==> config.mk <==
export PLATFORM = sky130hd
export DESIGN_NAME = io_in_reg_bank
export DESIGN_NICKNAME = d
export VERILOG_FILES = /design/src/rtl/io_in_reg_bank.sv
export SDC_FILE = /design/constraint.sdc
export NUM_CORES = 1
export LEC_CHECK = 0
export ABC_AREA = 1
export ABC_CLOCK_PERIOD_IN_PS = 4500
export CELL_PAD_IN_SITES_DETAIL_PLACEMENT = 2
export CELL_PAD_IN_SITES_GLOBAL_PLACEMENT = 2
export CORE_ASPECT_RATIO = 2
export CORE_MARGIN = 2
export CORE_UTILIZATION = 37
export CTS_CLUSTER_SIZE = 16
export DETAILED_ROUTE_END_ITERATION = 12
export PLACE_DENSITY_LB_ADDON = 0.1
export SETUP_SLACK_MARGIN = 0.15
export SYNTH_ARGS = -nofsm -noshare
export SYNTH_HDL_FRONTEND = slang
export SYNTH_SLANG_ARGS = --single-unit
export TNS_END_PERCENT = 10
==> constraint.sdc <==
create_clock -name IQC -period 4.5 [get_ports IQC]
set_input_delay 0.9 -clock IQC [delete_from_list [all_inputs] [get_ports IQC]]
set_output_delay 0.9 -clock IQC [all_outputs]
set_load 0.03 [all_outputs]
==> src/rtl/io_in_reg_bank.sv <==
// io_in_reg_bank: multi-channel pad input register with optional hold delay,
// synchroniser chain, glitch filter, change strobe and per-channel bypass.
module io_in_reg_bank #(
    parameter int unsigned WIDTH         = 8,
    parameter int unsigned SYNC_STAGES   = 2,
    parameter int unsigned FIXHOLD_DELAY = 1,
    parameter int unsigned FILTER_BITS   = 4
) (
    input  logic                   IQC,
    input  logic                   QRT,
    input  logic                   CE,
    input  logic [WIDTH-1:0]       A2F,
    input  logic [WIDTH-1:0]       ISEL,
    input  logic [WIDTH-1:0]       FIXHOLD,
    input  logic                   FILT_EN,
    input  logic [FILTER_BITS-1:0] FILT_LEN,
    output logic [WIDTH-1:0]       IQZ,
    output logic [WIDTH-1:0]       CHG
);
    logic [WIDTH-1:0]       dly_q  [FIXHOLD_DELAY];
    logic [WIDTH-1:0]       sync_q [SYNC_STAGES];
    logic [FILTER_BITS-1:0] cnt_q  [WIDTH];
    logic [WIDTH-1:0]       sync_in;
    logic [WIDTH-1:0]       sync_out;
    logic [WIDTH-1:0]       filt_q;
    logic [WIDTH-1:0]       chg_q;
    logic [FILTER_BITS:0]   len_eff;

    // A programmed length of zero behaves like one.
    always_comb begin
        len_eff = {1'b0, FILT_LEN};
        if (FILT_LEN == '0) begin
            len_eff = (FILTER_BITS+1)'(1);
        end
    end

    assign sync_in  = (FIXHOLD & dly_q[FIXHOLD_DELAY-1]) | (~FIXHOLD & A2F);
    assign sync_out = sync_q[SYNC_STAGES-1];

    always_ff @(posedge IQC) begin
        if (QRT) begin
            for (int unsigned s = 0; s < FIXHOLD_DELAY; s++) begin
                dly_q[s] <= '0;
            end
            for (int unsigned s = 0; s < SYNC_STAGES; s++) begin
                sync_q[s] <= '0;
            end
            for (int unsigned i = 0; i < WIDTH; i++) begin
                cnt_q[i] <= '0;
            end
            filt_q <= '0;
            chg_q  <= '0;
        end else if (CE) begin
            dly_q[0] <= A2F;
            for (int unsigned s = 1; s < FIXHOLD_DELAY; s++) begin
                dly_q[s] <= dly_q[s-1];
            end
            sync_q[0] <= sync_in;
            for (int unsigned s = 1; s < SYNC_STAGES; s++) begin
                sync_q[s] <= sync_q[s-1];
            end
            for (int unsigned i = 0; i < WIDTH; i++) begin
                if (sync_out[i] == filt_q[i]) begin
                    cnt_q[i] <= '0;
                    chg_q[i] <= 1'b0;
                end else if (!FILT_EN || ({1'b0, cnt_q[i]} + (FILTER_BITS+1)'(1)) >= len_eff) begin
                    filt_q[i] <= sync_out[i];
                    cnt_q[i]  <= '0;
                    chg_q[i]  <= 1'b1;
                end else begin
                    cnt_q[i] <= cnt_q[i] + FILTER_BITS'(1);
                    chg_q[i] <= 1'b0;
                end
            end
        end else begin
            // Clearing the strobe here keeps a held pulse from reappearing when CE returns.
            chg_q <= '0;
        end
    end

    assign IQZ = (ISEL & A2F) | (~ISEL & filt_q);
    assign CHG = chg_q & {WIDTH{CE}};
endmodule

[Word level (Yosys, flattened, before mapping)]
Memories as Yosys holds them, arrays and structs flattened.
Index checks and enable logic that the tools add are counted.
Storage, ports and cells
  register bits after elaboration: 16
  RAM bits: 56
  bits of input ports: 32
  output and inout bits: 16
  memories kept: 3
Operators by class
  $add $sub $neg: 16
  $lt $le $gt $ge: 8
  eq/ne operators: 8
  multiplexer cells: 146
  bitwise logic cells: 44
  reduce and logical (&&, ||, !) cells: 20
Memories
  cnt_q: words 8, bits a word 4, read ports 8, clocked after Yosys merged registers in 0, write ports 8, line 22  | logic [FILTER_BITS-1:0] cnt_q [WIDTH];
  sync_q: words 2, bits a word 8, read ports 2, clocked after Yosys merged registers in 0, write ports 2, line 21  | logic [WIDTH-1:0] sync_q [SYNC_STAGES];
  dly_q: words 1, bits a word 8, read ports 1, clocked after Yosys merged registers in 0, write ports 1, line 20  | logic [WIDTH-1:0] dly_q [FIXHOLD_DELAY];
Operators by type and width (count)
  $mux 1: 118
  $mux 4: 25
  $add 4x1->5 const B: 8
  $and 8x8->8: 5
  $ge 5x5->1: 8
  $add 4x1->4 const B: 8
  $or 1x1->1: 26
  $mux 8: 3
  $reduce_and 3->1: 8
  $not 8->8: 2
  $or 8x8->8: 2
  $not 1->1: 9
  $eq 1x1->1: 8
  $logic_or 1x1->1: 8
  $reduce_or 8->1: 1
  $logic_not 4->1: 1
  $reduce_or 2->1: 1
  $logic_not 1->1: 1

[Logic depth before layout (Yosys ltp)]
Gate-level depths: netlist (run 1).
  depth after elaboration: 11
  mapped depth: 15

[Worst setup path before layout (run 1)]
OpenSTA, ideal clock, no wires.
  path type: input -> register
  start: input QRT
  end: memory cnt_q[0][0] (enable)
  setup time: 415 ps
  arrival: 2312 ps
  path slack: 1773 ps
  stages on the path: 3
  buffers on the path: 1
  path through: inv_1 > buf_4 > nand2_1
RTL lines
  from (decl): line 10  | input logic QRT,
  to (decl): line 22

[Worst setup path in the final report (run 1)]
  start: input CE
  end: output CHG[0]
On the way
  word-level cells in the longest chain between the ends: 1
Ends and longest elaborated chain
  from (decl): line 11  | input logic CE,
  $and 8x8->8: line 82  | assign CHG = chg_q & {WIDTH{CE}};
  to (decl): line 18  | output logic [WIDTH-1:0] CHG
No other way between the ends.

==> qor.yml, run 1 <==
status:
  status: "finished, final reports clean"
critical_path:
  rrSetupSlack_ns: 2.55
  worst-path-buf-inv: 3
  critPathLaunch: "CE"
  end_kind: "output port"
  cp_max_fo: 15
  r2r_start: "cnt_q[0][12]"
  rr_endpoint: "filt_q[3]"
  cp_data_arrival_time_ns: 2.74
  ff2ff_path_depth: 11
  crit_family: "buffers and inverters"
  critPathKind: "primary input to output port"
  cp_common_cell: "clkdlybuf4s50_1"
  cpMaxStageDelayCell: "clkdlybuf4s50_1"
  slowest_delay_ns: 0.96
  crit_chain: "clkdlybuf4s50_1, nand2_1, inv_1, clkdlybuf4s50_1"
  critPathRequiredTime_ns: 3.60
  cp-start-kind: "primary input"
yosys:
  yosysMostFrequentCell: "nand2_1"
  syn-mean-instance-area_um2: 8.48
  synth_compound_area_share_pct: 3.30
  netlist_top_cells_area: "edfxtp_1, ha_1, nand2_1"
  yosysSeqAreaShare_pct: 47.5
  synth_top_family_by_area: "simple AND/OR/NAND/NOR gates"
  synth_nets: 569
  synthDistinctLibCells: 26
  netlist.area_leader.share_pct: 39.9
  synthAdderAreaFrac_pct: 11.9
  synth-seq-cells: 72
  async_reset_ff_share_pct: 0
  syn-instance-count: 497
  ys_warn_count: 0
  synth_common_cells: "nand2_1, nor2_1, inv_1"
  syn-cell-area_mm2: 0.00421
  yosys.area.top_type: "edfxtp_1"
  synth_flop_cell: "edfxtp_1"
  muxShareOfSynthArea_pct: 0
  synth-edff-count: 56
  synthSimpleGateAreaFrac_pct: 25.7
  synth-xor-area-share_pct: 2.49
sta:
  hold_slack_ns: 0.541
  fin_tns_setup_ns: 0
  finClkSkew_ns: 0.00609
  maxSlewHeadroom_pct: 49.8
  max_slew.worst_pin.slew_ns: 0.751
  hold_viol: 0
  rsz0062_at_grt: "no"
  setup_viol: 0
  min_period_ns: 3.64
  slew_violations: 0
  clock.fmax_mhz: 275
  period_share_pct: 80.9
global_route:
  gr-usage-met2_pct: 37.6
  grt_overflow_total: 0
  antenna_found_initial: 0
  grt_use_total_pct: 19.1
  grt-busiest-layer: "met2"
  grt_pass1_wl_mm: 18.2
  use_met1_pct: 19.6
  use_met3_pct: 2.73
  grt_max_degree: 37
  grt_pass1_vias: 3826
route:
  route.detailed.drc: 0
  drt_wl_total_mm: 10.8
  drtIter0Drc: 70
  wl_per_cell_um: 15.5
  ant_nets: 0
  dr.pass1.iters: 4
  vias: 3375
  post_drt_via_cell_ratio: 4.84
pwr:
  power_density_mw_per_mm2: 349
  peakVddDrop_mv: 0.207
  p_leak_nw: 2.46
job:
  cap_violations: 0
hold_path:
  hold-path-cell-count: 2
  hold_path_class: "register to register"
  hp-start: "sync_q[0][8]"
  holdPathEnd: "filt_q[0]"
clocking:
  hold_buffers: 0
  cts_buffers: 9
  post_cts_buffers: 0
  clkTransAtPathRegs_ns: 0.06
  cts_tree: "built"
  clock_tree.root_cell: "clkbuf_16"
  htree_levels: 3
  numClockSinks: 72
  clock_latency_ns: 0.33
  clockBufferDepth: 2
  cts.repair.resized: 0
placement:
  place_hpwl_mm: 8.44
  numPortBuffers: 47
  gp_congestion: 0.741
finish:
  nFillCells: 1259
  final_layout_size_suffix_gt1_share_pct: 6.12
  area_delta_synth_final_pct: 22.7
  n_antenna_cell: 0
  finalNetCount: 623
floorplanning:
  die-area_mm2: 0.0123
  placeableCoreArea_mm2: 0.0112
  io_pins: 48
  die_h_um: 155
  rows: 55
  initial_core_util_pct: 37.6
  die_x_um: 79.5
-- metal layers --
layer | vias to the layer above | wire length, um
li1 | 1670 | -
met1 | 1637 | 4030
met2 | 50 | 6250
met3 | 18 | 245
met4 | 0 | 265
met5 | - | 0
-- per-stage QoR --
step / cell area, um2 / cells / power, mW / setup slack (ns) / util (%)
global placement: 4850 / 682 / 1.05 / 0.874 / 43.3
global route: 5170 / 698 / 1.90 / 0.705 / 46.1
floorplan: 4210 / 497 / 0.958 / 1.77 / -
CTS: 5170 / 698 / 1.83 / 0.803 / 46.1
finish: 5170 / 698 / 1.80 / 0.861 / 46.1
detailed placement: 4850 / 682 / 1.07 / 0.808 / 43.3
-- cell type report --
type | count | area (um2) | area share [%]
Sequential cell | 72 | 2000 | 38.7
Multi-Input combinational cell | 327 | 1830 | 35.4
Clock buffer | 11 | 254 | 4.91
Inverter | 92 | 348 | 6.73
Clock inverter | 5 | 62.6 | 1.21
Tap cell | 142 | 178 | 3.44
Timing Repair Buffer | 49 | 498 | 9.63
-- cells by family (layout without fill, tap and decap cells) --
family | after synthesis | count (layout)
AO/OA/AOI/OAI | 25 | 25
XOR/XNOR | 12 | 12
adder cells (fa/ha/maj) | 40 | 40
buffers and inverters | 98 | 157
flip-flops | 72 | 72
AND/OR/NAND/NOR | 250 | 250
-- how the worst max path moves through the flow --
stage,end,depth (start not counted)
finish,CHG[0],4
global route,CHG[0],4
global placement,CHG[4],4
detailed placement,CHG[0],4
CTS,CHG[0],4
floorplan,cnt_q[0][0],3
-- cells in the final DEF, fill, tap and decap left out, types with 2 or more instances in the layout --
cell	synthesis	final
nand3b_1	12	12
dfxtp_1	16	16
a21boi_0	4	4
ha_1	40	40
nand4_1	3	3
nor3_2	4	4
xnor2_1	10	10
nor2_1	98	98
o21ai_0	4	4
clkdlybuf4s50_1	0	47
inv_1	91	91
nor3_1	4	4
nand3_2	4	4
clkbuf_16	0	10
xor2_1	2	2
edfxtp_1	56	56
clkinvlp_4	0	2
nor2_2	4	4
nand3_1	8	8
nand2_1	111	110
a21oi_1	16	16
-- worst reg2reg max path, delay by kind of cell (launching register included) --
family        cells  cell delay (ns)
simple gates      9             0.91
fa+ha+maj         2             0.54
flops             1             0.45
-- power breakdown --
group	internal (mW)	total, mW	switching (mW)
registers	0.757	0.783	0.0254
logic	0.107	0.266	0.160
clock network	0.466	0.755	0.289
total	1.33	1.80	0.474
-- state kept, by name, summed over array words and instances (netlist names) --
| register | cells |
|---|---|
| chg_q | 8 |
| cnt_q | 32 |
| sync_q | 16 |
| filt_q | 8 |
| dly_q | 8 |
(Power assumes the default switching activity.)
==> run 2: changes to the inputs <==
ABC_CLOCK_PERIOD_IN_PS = 3500   (was 4500)
CORE_UTILIZATION = 34   (was 37)
clock period = 3.5 ns   (was 4.5 ns; I/O delays follow)
==> run 2 against run 1 <==
Against the previous run:
- wire length increased by 0.75%
- design area increased by 1.2%
- flip-flop and latch count unchanged
- combinational power increased by 30%
- highest routed layer unchanged
==> qor.yml, run 2 (synthesis results as in run 1) <==
sta:
  min_period_ns: 2.96
  max_slew.worst_pin.slew_ns: 0.774
  finClkSkew_ns: 0.00529
  slew_violations: 0
  maxSlewHeadroom_pct: 48.3
  fin_tns_setup_ns: 0
  rsz0062_at_grt: "no"
  hold_viol: 0
  clock.fmax_mhz: 337
  hold_slack_ns: 0.541
  setup_viol: 0
  period_share_pct: 84.7
  layout_setup_ws_ns: 0.537
critical_path:
  cpMaxStageDelayCell: "clkdlybuf4s50_1"
  cp_data_arrival_time_ns: 2.26
  slowest_delay_ns: 0.65
  crit_chain: "clkdlybuf4s50_1, buf_4, nand2_1, inv_1, clkdlybuf4s50_1"
  crit_family: "buffers and inverters"
  cp-start-kind: "primary input"
  critPathKind: "primary input to output port"
  end_kind: "output port"
  cp_common_cell: "clkdlybuf4s50_1"
  worst-path-buf-inv: 4
  cp_max_fo: 19
  critPathRequiredTime_ns: 2.80
finish:
  final_layout_size_suffix_gt1_share_pct: 6.77
  final_common_cell: "nand2_1"
  top_register: "cnt_q"
  final_cell_mix: "nand2_1, nor2_1, inv_1"
  area_delta_synth_final_pct: 24.2
  n_antenna_cell: 0
  finalNetCount: 628
  largest_reg_flops: 32
  reg_top3: "cnt_q x32, sync_q x16"
placement:
  dp_slack_ns: 0.520
  numPortBuffers: 47
  gp_congestion: 0.702
  place_hpwl_mm: 8.05
clocking:
  clockBufferDepth: 2
  numClockSinks: 72
  post_cts_buffers: 0
  clkTransAtPathRegs_ns: 0.06
  cts_buffers: 9
  cts_tree: "built"
  htree_levels: 3
  cts.repair.resized: 0
  hold_buffers: 0
  clock_tree.root_cell: "clkbuf_16"
  clock_latency_ns: 0.33
pwr:
  peakVddDrop_mv: 0.307
  p_leak_nw: 2.50
  power_density_mw_per_mm2: 459
  p_total_mw: 2.40
route:
  drt_wl_total_mm: 10.9
  route.detailed.drc: 0
  dr.pass1.iters: 4
  drtIter0Drc: 92
  ant_nets: 0
  vias: 3401
  wl_per_cell_um: 15.4
  post_drt_via_cell_ratio: 4.80
global_route:
  grt_pass1_wl_mm: 18.2
  grt_max_degree: 32
  grt-busiest-layer: "met2"
  grt_use_total_pct: 17.9
  use_met1_pct: 19.9
  grt_pass1_vias: 3825
  grt_overflow_total: 0
  antenna_found_initial: 0
  use_met3_pct: 2.51
  gr-usage-met2_pct: 33.6
hold_path:
  hold_path_class: "register to register"
floorplanning:
  die_x_um: 82.7
  io_pins: 48
  rows: 57
  die_h_um: 161
  die-area_mm2: 0.0134
  placeableCoreArea_mm2: 0.0121
  initial_core_util_pct: 34.8
job:
  cap_violations: 0
status:
  status: "finished, final reports clean"
-- run 2: changes by cell type in the layout (fill, tap and decap cells not counted), sizes merged --
cell / change
buf: +5
bufinv: +2
clkbuf: -2
clkinv: +2
clkinvlp: -1
inv: -1
-- run 2: final cells by class --
type                       count  area, um2
tap                          147        184
multi-input combinational    327       1830
sequential                    72       2000
clock buffer                   9        225
clock inverter                 7        110
inverter                      92        348
fill                        1406       6890
timing repair buffer          54        536
-- run 2: worst paths after layout --
path,startpoint,to,slack [ns],cells after the start
setup reg to reg,cnt_q[1][12],cnt_q[1][15],1.56,9
hold / removal,sync_q[0][13],filt_q[5],0.54,2
hold reg to reg,sync_q[0][13],filt_q[5],0.54,2
setup / recovery,CE,CHG[1],0.54,5
-- run 2: layer usage --
metal  part of all wire [%]  up-vias
met3                    2.1        4
met2                     58       40
met5                      0        -
li1                       -     1688
met1                     39     1669
met4                    1.0        0
-- run 2: per-stage QoR --
stage | utilization (%) | cells | instance area [um2]
2_1_floorplan | - | 497 | 4210
3_3_place_gp | 40.4 | 692 | 4900
3_5_place_dp | 40.4 | 692 | 4900
4_1_cts | 43.2 | 708 | 5230
5_1_grt | 43.2 | 708 | 5230
6_report | 43.2 | 708 | 5230
-- run 2: power breakdown --
part,switching (mW),total (mW),internal (mW)
clock network,0.359,1.05,0.690
logic,0.206,0.347,0.141
registers,0.0323,1.01,0.974
total,0.597,2.40,1.80
-- run 2: worst register-to-register path: cells and delay by family (launching register included) --
kind	cells	cell delay [ns]
DFF	1	0.45
and+or+nand+nor	7	0.78
adders and majority gates	2	0.57
==> run 3: changes to the inputs <==
ABC_CLOCK_PERIOD_IN_PS = 2950   (was 3500)
clock period = 2.95 ns   (was 3.5 ns; I/O delays follow)
==> run 3 against run 2 <==
Against the previous run:
- first-iteration DRC count down 1.1%
- wire length up 2.4%
- register-to-register slack worse by 0.62 ns
- critical path depth down 1
- global-route usage up 0.58 points
- sequential power up 18%
- combinational power up 19%
- flip-flop and latch count unchanged
- non-clock buffer count up 1
- die area unchanged
- clock power up 14%
- worst hold slack worse by 0.0023 ns
==> qor.yml, run 3 (synthesis results as in run 1) <==
clocking:
  clock_latency_ns: 0.33
  htree_levels: 3
  clockBufferDepth: 2
  hold_buffers: 0
  cts.repair.resized: 0
  cts_buffers: 9
  numClockSinks: 72
  clkTransAtPathRegs_ns: 0.05
  cts_tree: "built"
  clock_tree.root_cell: "clkbuf_16"
  post_cts_buffers: 0
route:
  dr.pass1.iters: 4
  route.detailed.drc: 0
  drtIter0Drc: 91
  post_drt_via_cell_ratio: 4.77
  vias: 3385
  drt_wl_total_mm: 11.1
  ant_nets: 0
  wl_per_cell_um: 15.7
sta:
  finClkSkew_ns: 0.00732
  hold_viol: 0
  max_slew.worst_pin.slew_ns: 0.766
  period_share_pct: 85.2
  maxSlewHeadroom_pct: 48.9
  rsz0062_at_grt: "no"
  min_period_ns: 2.51
  fin_tns_setup_ns: 0
  layout_setup_ws_ns: 0.437
  clock.fmax_mhz: 398
  setup_viol: 0
  slew_violations: 0
critical_path:
  rrSetupSlack_ns: 0.94
  cp_max_fo: 2
  cp_data_arrival_time_ns: 1.92
  critPathKind: "primary input to output port"
  end_kind: "output port"
  cp-start-kind: "primary input"
  critPathRequiredTime_ns: 2.36
global_route:
  grt_pass1_vias: 3876
  grt_overflow_total: 0
  antenna_found_initial: 0
  grt_pass1_wl_mm: 18.5
  grt_use_total_pct: 18.5
  grt_max_degree: 46
placement:
  dp_slack_ns: 0.205
  placed_cell_area_mm2: 0.00489
  place_hpwl_mm: 8.40
  numPortBuffers: 47
  gp_congestion: 0.782
floorplanning:
  placeableCoreArea_mm2: 0.0121
  die_x_um: 82.7
  io_pins: 48
  initial_core_util_pct: 34.8
  die-area_mm2: 0.0134
  rows: 57
  die_h_um: 161
pwr:
  peakVddDrop_mv: 0.286
  p_total_mw: 2.81
  p_leak_nw: 2.51
  power_density_mw_per_mm2: 540
hold_path:
  hold_path_class: "register to register"
finish:
  reg_top3: "cnt_q x32, sync_q x16"
  n_antenna_cell: 0
  area_delta_synth_final_pct: 23.6
  final_layout_size_suffix_gt1_share_pct: 8.54
  design_area_mm2: 0.00521
  largest_reg_flops: 32
  final_cell_mix: "nand2_1, nor2_1, inv_1"
  final_common_cell: "nand2_1"
  postLayoutCoreUtil_pct: 43.0
  top_register: "cnt_q"
  finalNetCount: 629
status:
  status: "finished, final reports clean"
job:
  cap_violations: 0
run 3: cell types whose count changed in the layout (fill, tap and decap cells not counted):
cell | before | now
buf_4 | 6 | 15
bufinv_16 | 3 | 2
clkbuf_1 | 0 | 1
clkbuf_8 | 0 | 1
clkdlybuf4s50_1 | 47 | 39
clkinv_1 | 2 | 0
clkinvlp_4 | 1 | 2
run 3: metal layers:
metal	GRT usage (%)	up-vias	share of wire, %
li1	-	1687	-
met1	19.4	1651	39
met2	36.0	39	58
met3	2.51	8	2.0
met4	5.66	0	1.3
met5	0	-	0
run 3: per-stage QoR:
step | hold slack (ns) | std cells
6_report | 0.538 | 709
3_3_place_gp | 0.508 | 693
4_1_cts | 0.547 | 709
3_5_place_dp | 0.535 | 693
5_1_grt | 0.582 | 709
2_1_floorplan | 0.494 | 497
run 3: worst paths after layout:
| check | start | depth (start not counted) | to |
|---|---|---|---|
| max reg2reg | cnt_q[1][8] | 9 | cnt_q[1][10] |
| min | sync_q[0][9] | 2 | filt_q[1] |
| max | ISEL[4] | 4 | IQZ[4] |
| min reg2reg | sync_q[0][9] | 2 | filt_q[1] |
run 3: power by group:
part           switching [mW]  internal [mW]  leakage (nW)
registers              0.0399           1.15         0.750
clock network           0.441          0.763         0.152
logic                   0.246          0.168          1.61
total                   0.727           2.09          2.51
run 3: worst max-delay path, cell delays in order:
cell             delay [ns]
clkdlybuf4s50_1        0.48
nor2_1                 0.04
a21oi_1                0.12
clkdlybuf4s50_1        0.69
run 3: cell type report:
class	count	area, um2
Clock buffer	11	243
Clock inverter	5	80.1
Fill cell	1393	6920
Inverter	92	348
Multi-Input combinational cell	327	1830
Sequential cell	72	2000
Tap cell	147	184
Timing Repair Buffer	55	523
